$ cat src/rtl/tft_power_sequencer_if.sv
// System-control side of the TFT power sequencer: the power request and brightness in,
// the panel enables, backlight PWM and status out.
interface tft_power_sequencer_if;
  logic       power_req;
  logic [7:0] duty;
  logic       TFT_EN;
  logic       pix_en;
  logic       TFT_DISP;
  logic       LED_EN;
  logic       ready;
  logic [2:0] pwr_state;

  modport master (
    output power_req, duty,
    input  TFT_EN, pix_en, TFT_DISP, LED_EN, ready, pwr_state
  );

  modport slave (
    input  power_req, duty,
    output TFT_EN, pix_en, TFT_DISP, LED_EN, ready, pwr_state
  );
endinterface

$ cat src/rtl/tft_power_sequencer.sv
// Nexys3 TFT panel power-up/power-down sequencer with the t1..t4 hold times and
// a run-time-adjustable backlight PWM. All outputs come straight from flops.
module tft_power_sequencer #(
  parameter int T1_CYC     = 9000,
  parameter int T2_CYC     = 9000,
  parameter int T3_CYC     = 1440000,
  parameter int T4_CYC     = 900000,
  parameter int PWM_PERIOD = 900,
  parameter int CNT_W      = 32
) (
  input  logic                  TFT_CLK,
  input  logic                  reset,
  tft_power_sequencer_if.slave  bus
);

  typedef enum logic [2:0] {
    OFF       = 3'd0,
    EN_WAIT   = 3'd1,
    PIX_WAIT  = 3'd2,
    DISP_WAIT = 3'd3,
    ON        = 3'd4,
    BL_OFF    = 3'd5,
    PIX_OFF   = 3'd6,
    EN_LOW    = 3'd7
  } state_t;

  localparam logic [CNT_W-1:0] T1_LAST  = CNT_W'(T1_CYC - 1);
  localparam logic [CNT_W-1:0] T2_LAST  = CNT_W'(T2_CYC - 1);
  localparam logic [CNT_W-1:0] T3_LAST  = CNT_W'(T3_CYC - 1);
  localparam logic [CNT_W-1:0] T4_LAST  = CNT_W'(T4_CYC - 1);
  localparam logic [15:0]      PWM_LAST = 16'(PWM_PERIOD - 1);

  state_t           state, state_nx;
  logic [CNT_W-1:0] cnt, cnt_nx, cnt_last;
  logic [15:0]      pwm_cnt, pwm_nx, thr, thr_nx, thr_calc;
  logic             expired;
  logic             en_q, pix_q, disp_q, led_q, ready_q;
  logic             en_nx, pix_nx, disp_nx, led_nx, ready_nx;

  // NOTE: every signal driven here gets a default first, so no path leaves one
  // unassigned and no latch is inferred.
  always_comb begin
    state_nx = state;
    cnt_last = '0;
    case (state)
      EN_WAIT:           cnt_last = T1_LAST;
      PIX_WAIT, PIX_OFF: cnt_last = T2_LAST;
      DISP_WAIT, BL_OFF: cnt_last = T3_LAST;
      EN_LOW:            cnt_last = T4_LAST;
      default:           cnt_last = '0;
    endcase
    expired = (cnt == cnt_last);

    // A dropped request during power-up wins over the timer; the power-down path always completes.
    case (state)
      OFF:       if (bus.power_req) state_nx = EN_WAIT;
      EN_WAIT:   if (!bus.power_req) state_nx = EN_LOW;  else if (expired) state_nx = PIX_WAIT;
      PIX_WAIT:  if (!bus.power_req) state_nx = EN_LOW;  else if (expired) state_nx = DISP_WAIT;
      DISP_WAIT: if (!bus.power_req) state_nx = PIX_OFF; else if (expired) state_nx = ON;
      ON:        if (!bus.power_req) state_nx = BL_OFF;
      BL_OFF:    if (expired) state_nx = PIX_OFF;
      PIX_OFF:   if (expired) state_nx = EN_LOW;
      EN_LOW:    if (expired) state_nx = OFF;
      default:   state_nx = OFF;
    endcase

    if (state_nx != state || state == OFF || state == ON) cnt_nx = '0;
    else                                                  cnt_nx = cnt + CNT_W'(1);

    pwm_nx = '0;
    if (state_nx == ON && state == ON) pwm_nx = (pwm_cnt == PWM_LAST) ? 16'd0 : pwm_cnt + 16'd1;

    // Brightness is sampled only at a period start so a period never mixes two duties.
    thr_calc = 16'(({16'd0, bus.duty} * 24'(PWM_PERIOD)) >> 8);
    thr_nx   = (pwm_nx == 16'd0) ? thr_calc : thr;

    en_nx   = 1'b0;
    pix_nx  = 1'b0;
    disp_nx = 1'b0;
    case (state_nx)
      EN_WAIT:                   en_nx = 1'b1;
      PIX_WAIT, PIX_OFF:         begin en_nx = 1'b1; pix_nx = 1'b1; end
      DISP_WAIT, ON, BL_OFF:     begin en_nx = 1'b1; pix_nx = 1'b1; disp_nx = 1'b1; end
      default:                   ;
    endcase
    ready_nx = (state_nx == ON);
    led_nx   = (state_nx == ON) && (pwm_nx < thr_nx);
  end

  // NOTE: sequential state uses non-blocking assignments so every flop samples
  // the pre-edge values; the synchronous reset is just the first branch.
  always_ff @(posedge TFT_CLK) begin
    if (reset) begin
      state   <= OFF;
      cnt     <= '0;
      pwm_cnt <= '0;
      thr     <= '0;
      en_q    <= 1'b0;
      pix_q   <= 1'b0;
      disp_q  <= 1'b0;
      led_q   <= 1'b0;
      ready_q <= 1'b0;
    end else begin
      state   <= state_nx;
      cnt     <= cnt_nx;
      pwm_cnt <= pwm_nx;
      thr     <= thr_nx;
      en_q    <= en_nx;
      pix_q   <= pix_nx;
      disp_q  <= disp_nx;
      led_q   <= led_nx;
      ready_q <= ready_nx;
    end
  end

  assign bus.TFT_EN    = en_q;
  assign bus.pix_en    = pix_q;
  assign bus.TFT_DISP  = disp_q;
  assign bus.LED_EN    = led_q;
  assign bus.ready     = ready_q;
  assign bus.pwr_state = state;

endmodule
$ cat src/flat_wrapper.sv
// flat-port wrapper written by rule: the top's interface ports become plain ports
module tft_power_sequencer_flat 
#(
  parameter int T1_CYC     = 9000,
  parameter int T2_CYC     = 9000,
  parameter int T3_CYC     = 1440000,
  parameter int T4_CYC     = 900000,
  parameter int PWM_PERIOD = 900,
  parameter int CNT_W      = 32
)
  (TFT_CLK, reset, bus_power_req, bus_duty, bus_TFT_EN, bus_pix_en, bus_TFT_DISP, bus_LED_EN, bus_ready, bus_pwr_state);
  tft_power_sequencer_if bus_i ();
  input  logic TFT_CLK;
  input  logic reset;
  input wire logic [$bits(bus_i.power_req)-1:0] bus_power_req;
  input wire logic [$bits(bus_i.duty)-1:0] bus_duty;
  output wire logic [$bits(bus_i.TFT_EN)-1:0] bus_TFT_EN;
  output wire logic [$bits(bus_i.pix_en)-1:0] bus_pix_en;
  output wire logic [$bits(bus_i.TFT_DISP)-1:0] bus_TFT_DISP;
  output wire logic [$bits(bus_i.LED_EN)-1:0] bus_LED_EN;
  output wire logic [$bits(bus_i.ready)-1:0] bus_ready;
  output wire logic [$bits(bus_i.pwr_state)-1:0] bus_pwr_state;
  assign bus_i.power_req = bus_power_req;
  assign bus_i.duty = bus_duty;
  assign bus_TFT_EN = bus_i.TFT_EN;
  assign bus_pix_en = bus_i.pix_en;
  assign bus_TFT_DISP = bus_i.TFT_DISP;
  assign bus_LED_EN = bus_i.LED_EN;
  assign bus_ready = bus_i.ready;
  assign bus_pwr_state = bus_i.pwr_state;
  tft_power_sequencer #(.T1_CYC(T1_CYC), .T2_CYC(T2_CYC), .T3_CYC(T3_CYC), .T4_CYC(T4_CYC), .PWM_PERIOD(PWM_PERIOD), .CNT_W(CNT_W)) u_core (.TFT_CLK(TFT_CLK), .reset(reset), .bus(bus_i));
endmodule
$ cat config.mk
export PLATFORM = sky130hd
export DESIGN_NAME = tft_power_sequencer_flat
export DESIGN_NICKNAME = d
export VERILOG_FILES = /design/src/rtl/tft_power_sequencer_if.sv /design/src/rtl/tft_power_sequencer.sv /design/src/flat_wrapper.sv
export SDC_FILE = /design/constraint.sdc
export NUM_CORES = 1
export LEC_CHECK = 0
export ABC_AREA = 1
export BUFFER_PORTS_ARGS = -buffer_cell sky130_fd_sc_hd__clkbuf_2
export CORE_UTILIZATION = 57
export CTS_CLUSTER_DIAMETER = 50
export DETAILED_ROUTE_END_ITERATION = 8
export PLACE_DENSITY = 0.86
export SLEW_MARGIN = 5
export SYNTH_ARGS = -nofsm -noshare
export SYNTH_HDL_FRONTEND = slang
export SYNTH_SLANG_ARGS = --single-unit
$ cat constraint.sdc
create_clock -name TFT_CLK -period 4.4 [get_ports TFT_CLK]
set_input_delay 0.44 -clock TFT_CLK [delete_from_list [all_inputs] [get_ports TFT_CLK]]
set_output_delay 0.44 -clock TFT_CLK [all_outputs]
set_load 0.03 [all_outputs]
; Yosys cells after proc, flatten, opt, wreduce, memory -nomap -nowiden
; Cells that the tools add are included.
[word_totals]
register_bits = 72
out_inout_bits = 8
[classes]
n_reduce_logical = 12
mux = 19
magnitude_cmp = 1
add_sub_neg = 2
n_mul = 1
n_eq_ne = 16
[op_table]
columns = op, count
row1 = one-hot mux 21 bit (3 select lines), 1
row2 = 2-to-1 mux 16 bit, 3
row3 = 2-to-1 mux 3 bit, 11
row4 = adder 32 x 1 -> 32 bit (second input constant), 1
row5 = == test 32 x 21 -> 1 bit, 1
row6 = one-hot mux 3 bit (8 select lines), 1
row7 = == test 3 bit (second input constant), 7
row8 = adder 16 x 1 -> 16 bit (second input constant), 1
row9 = == test 16 x 10 -> 1 bit (second input constant), 1
row10 = logical NOT 16 bit, 1
row11 = less-than comparator 16 bit, 1
row12 = multiplier 8 x 8 -> 16 bit (second input constant), 1
row13 = == test 3 x 2 -> 1 bit (second input constant), 4
row14 = == test 3 x 1 -> 1 bit (second input constant), 2
row15 = OR reduction 3 bit, 2
row16 = OR reduction 6 bit, 1
row17 = OR reduction 5 bit, 1
row18 = OR reduction 2 bit, 2
row19 = logical NOT 3 bit, 1
row20 = 2-to-1 mux 1 bit, 3
row21 = != test 3 bit, 1
row22 = logical AND 1 bit, 2
row23 = logical OR 1 bit, 2

; Depth between registers and ports, before layout
[depth]
word_depth = 14
mapped_depth = 24
ltp_nobuf = 24

; Worst setup path after synthesis
; OpenSTA, ideal clock, no wires.
[synth_timing]
path_type = input to register
start = input bus_duty[0]
end = register u_core.led_q, in the netlist u_core.bus.LED_EN
slack_ns = 0.083
setup_time_ns = 0.070
cell_stages = 24
arrival_time_ns = 4.247
path_buffers = 0
cell_sequence = fa_1 > ha_1 > ha_1 > ha_1 > ha_1 > inv_1 > fa_1 > o21ai_0 > nand2_1 > nand2_1 > a21oi_1 > nor2_1 > o21a_1 > nor2_1 > xnor2_1 > nand2_1 > o21ai_1 > ha_1 > a21oi_1 > nand3b_1 > a21oi_1 > a2111oi_0 > nand3_1 > a21oi_1
[synth_between]
elab_chain_len = 4
[synth_lines]
columns = item, line_no
row1 = "start, declared", flat_wrapper.sv:16  ; input wire logic [$bits(bus_i.duty)-1:0] bus_duty;
row2 = multiplier 8 x 8 -> 16 bit, tft_power_sequencer.sv:74  ; thr_calc = 16'(({16'd0, bus.duty} * 24'(PWM_PERIOD)) >> 8);
row3 = 2-to-1 mux 16 bit, tft_power_sequencer.sv:75  ; thr_nx = (pwm_nx == 16'd0) ? thr_calc : thr;
row4 = less-than comparator 16 bit, tft_power_sequencer.sv:87  ; led_nx = (state_nx == ON) && (pwm_nx < thr_nx);
row5 = logical AND 1 bit, tft_power_sequencer.sv:87
row6 = "end signal, assigned", tft_power_sequencer.sv:111  ; led_q <= led_nx;
row7 = "end, declared", tft_power_sequencer.sv:37  ; logic en_q, pix_q, disp_q, led_q, ready_q;
; No other way between the ends.
; A chain may end at the register's enable or synchronous reset.

; Worst setup path after layout
[layout_timing]
start = input bus_duty[1]
end = register u_core.led_q, in the netlist u_core.bus.LED_EN
; Same word-level chain as after synthesis.

==> metrics.md <==
| Metric | Value |
|---|---|
| Post-DP HPWL | approximately 8300 um |
| Share of cells above drive strength 1 | 0.131 |
| Warnings from Yosys | 0 |
| Layout Nets | 817 |
| Most common cell in the netlist | nand2_1 |
| Ys async rst share | 0 |
| CTS tree | built |
| Fin Clk Skew | 7.30 ps |
| RePlAce Congestion | approximately 0.87 |
| Largest family of logic cells by synthesized area | simple AND/OR/NAND/NOR gates |
| Lkg Pwr | 2.71 nW |
| Worst Setup End Kind | flop |
| Final setup violation count | 0 |
| Final setup margin | between 100 and 150 ps |
| Vias | ~4700 |
| DR iter-0 viols | roughly 310 |
| Fin crit period | between 4000 and 5000 ps |
| Initial Util | 0.583 |
| Rows | 34 |
| Worst Setup Path Type | in -> reg |
| P&R area growth vs syn | 10.3% |
| Worst path required time | roughly 4700 ps |
| Max incr delay on CP | around 460 ps |
| # diodes | 0 |
| Largest net degree at the start of global routing | 35 |
| Power Density | between 400 and 500 mW/mm^2 |
| Simple-gate share of the synthesized area | 0.350 |
| DIE WIDTH | slightly below 100 um |
| Finished Core Util | 0.643 |
| Total negative slack | 0 ps |
| Avg WL per Cell | between 10 and 15 um |
| Register area share after synthesis | 0.285 |
| Most area-hungry cell type in the Yosys netlist | dfxtp_1 |
| Sink Count | 72 |
| Post-synth top cells | 146 x nand2_1, 100 x inv_1, 97 x nor2_1, 72 x dfxtp_1, 53 x ha_1 |
| Number of max-cap violations | 0 |
| # port buffers | 18 |
| Core ar. | 0.00868 sq mm |
| CTS buffer count | 9 |
| Worst setup SP type | primary input |
| IO Count | 19 |
| WP buf/inv | 2 |
| Cts hold-fix bufs | 0 |
| Clock latency on the worst-skew pair | 350 ps |
| Post-synthesis adder-cell area fraction | 0.163 |
| F_max | 0.234 GHz |
| TritonRoute pass-1 iters | 5 |
| Final WL | about 11000 um |
| Total grt overflow | 0 |
| Max_slew headroom | 0.516 |
| DRC | 0 |
| H-tree depth | 3 |
| Layout Cells excl Fill | ~860 |
| Placed cells | around 840 |
| Largest cells by area after synthesis | dfxtp_1 28%, ha_1 13%, nand2_1 11% |
| Crit path top cell by count | ha_1 |
| First-pass GRT wire length | around 18000 um |
| Synth Cell Area | ~0.005 sq mm |
| Crit path DAT | roughly 4600 ps |
| Slowest-stage cell, CP | fa_1 |
| Synth Area per Inst | between 7 and 8 sq um |
| Vias in the first global route | between 4000 and 5000 |
| Die Height | between 90 and 100 um |
| DIE AREA | around 0.0093 sq mm |
| Ys flop type | dfxtp_1 |
| Yosys top cell area share | 0.285 |
| Peak supply drop | approximately 0.00043 V |
| Clock transition at path regs | around 70 ps |
| Hold_ws | around 460 ps |
| Post-synth EDFFs | 0 |
| Mux cell area share after synthesis | 0.00198 |
| Hold Crit Class | reg -> reg |
| Max Transition Viols Final | 0 |
| Worst-path fanout max | 3 |
| Worst slack, placed | -303 ps |
| Total Routing Usage GR | 0.254 |
| Status | complete, no violations |
| Gate Count Post-Synth | 715 |
| CP top delay family | adder cells |
| #FFs+latches synth | just over 70 |
| Synth unique cells | 45 |
| Initial antenna violation count | 0 |
| Clock Path Buffers | 2 |
| CTS Root Cell | clkbuf_8 |
| Post-Synth XOR/XNOR Area | 0.0311 |
| Net Count, Synth | about 800 |
| Tcrit/Tclk final | 0.970 |
| Routed Antenna Nets | 0 |
| Synth Area in Compound Gates | 0.0707 |
| Hold Violations, Final | 0 |
| Worst Tran Pin Value | ~730 ps |
| Mean number of vias per cell | 5.49 |
-- layout make-up --
class | instances | area, sq um
clock buffers | 12 | 145
clock inverters | 4 | 76.3
fillers | 779 | 3100
inverters | 113 | 424
multi-input cells | 516 | 3160
flip-flops and latches | 72 | 1440
well taps | 108 | 135
repair buffers | 33 | 203
-- registers in the layout, summed over array words and instances (netlist names) --
signal	flops
u_core.bus.TFT_EN	1
u_core.bus.TFT_DISP	1
u_core.bus.pix_en	1
u_core.pwm_cnt	16
u_core.bus.ready	1
u_core.bus.LED_EN	1
u_core.cnt	32
u_core.bus.pwr_state	3
u_core.thr	16
-- metrics by stage --
stage	power [mW]	instance area [sq um]
2_1_floorplan	1.51	5060
3_3_place_gp	1.70	5330
3_5_place_dp	1.74	5330
4_1_cts	2.32	5550
5_1_grt	2.52	5580
6_report	2.34	5580
-- routing by layer --
metal | vias up | wire, um | global-route usage
met2 | 135 | 5430 | 0.444
met1 | 2174 | 4840 | 0.306
li1 | 2373 | - | -
met3 | 30 | 564 | 0.0466
met4 | 0 | 272 | 0.0970
met5 | - | 0 | 0
-- path summary, 6_finish.rpt --
kind / start / end / slack (ps) / cells after the start
setup / recovery: bus_duty[1] / u_core.bus.LED_EN$_SDFF_PP0_ / 130 / 25
hold / removal: u_core.thr[11]$_SDFF_PP0_ / u_core.thr[11]$_SDFF_PP0_ / 460 / 2
setup reg to reg: u_core.pwm_cnt[0]$_SDFF_PP0_ / u_core.bus.LED_EN$_SDFF_PP0_ / 900 / 19
hold reg to reg: u_core.thr[11]$_SDFF_PP0_ / u_core.thr[11]$_SDFF_PP0_ / 460 / 2
-- power breakdown --
part	internal (mW)	switching, mW	total [mW]
Sequential	0.719	0.0584	0.777
Clock	0.337	0.250	0.587
Combinational	0.355	0.616	0.971
Total	1.41	0.925	2.34
-- timing repair --
| action | in CTS | in global routing |
|---|---|---|
| setup buffers | 0 | 0 |
| hold endpoints to repair | 0 | 0 |
| setup endpoints to repair | 0 | 1 |
| gates resized for setup | 0 | 9 |
-- cells in the final DEF (no fill, tap or decap), types with 4 or more instances in the layout --
master | Yosys | final
a21oi_1 | 25 | 24
buf_4 | 2 | 15
clkbuf_2 | 0 | 18
clkbuf_8 | 0 | 10
dfxtp_1 | 72 | 72
fa_1 | 8 | 7
ha_1 | 53 | 52
inv_1 | 100 | 100
inv_2 | 10 | 10
nand2_1 | 146 | 146
nand3_1 | 50 | 50
nand4_1 | 23 | 23
nor2_1 | 97 | 96
nor2_2 | 9 | 10
nor3_1 | 17 | 17
nor3b_2 | 9 | 9
o21ai_0 | 12 | 11
o21ai_1 | 10 | 9
o31ai_1 | 4 | 4
xnor2_1 | 6 | 6
xor2_1 | 12 | 12
-- kinds of logic (layout without fill, tap and decap cells) --
group / Yosys count / after routing
fa+ha+maj: 61 / 61
compound gates: 63 / 63
xor+xnor: 18 / 18
mux: 1 / 1
simple gates: 373 / 373
flops: 72 / 72
buf+inv: 127 / 162
-- tightest hold or removal path, stage by stage, from the launching register on --
cell and delay [ps]:
dfxtp_1 300, nand2_1 80, nor2_1 40
No activity file was read; power rests on OpenSTA's default activity.
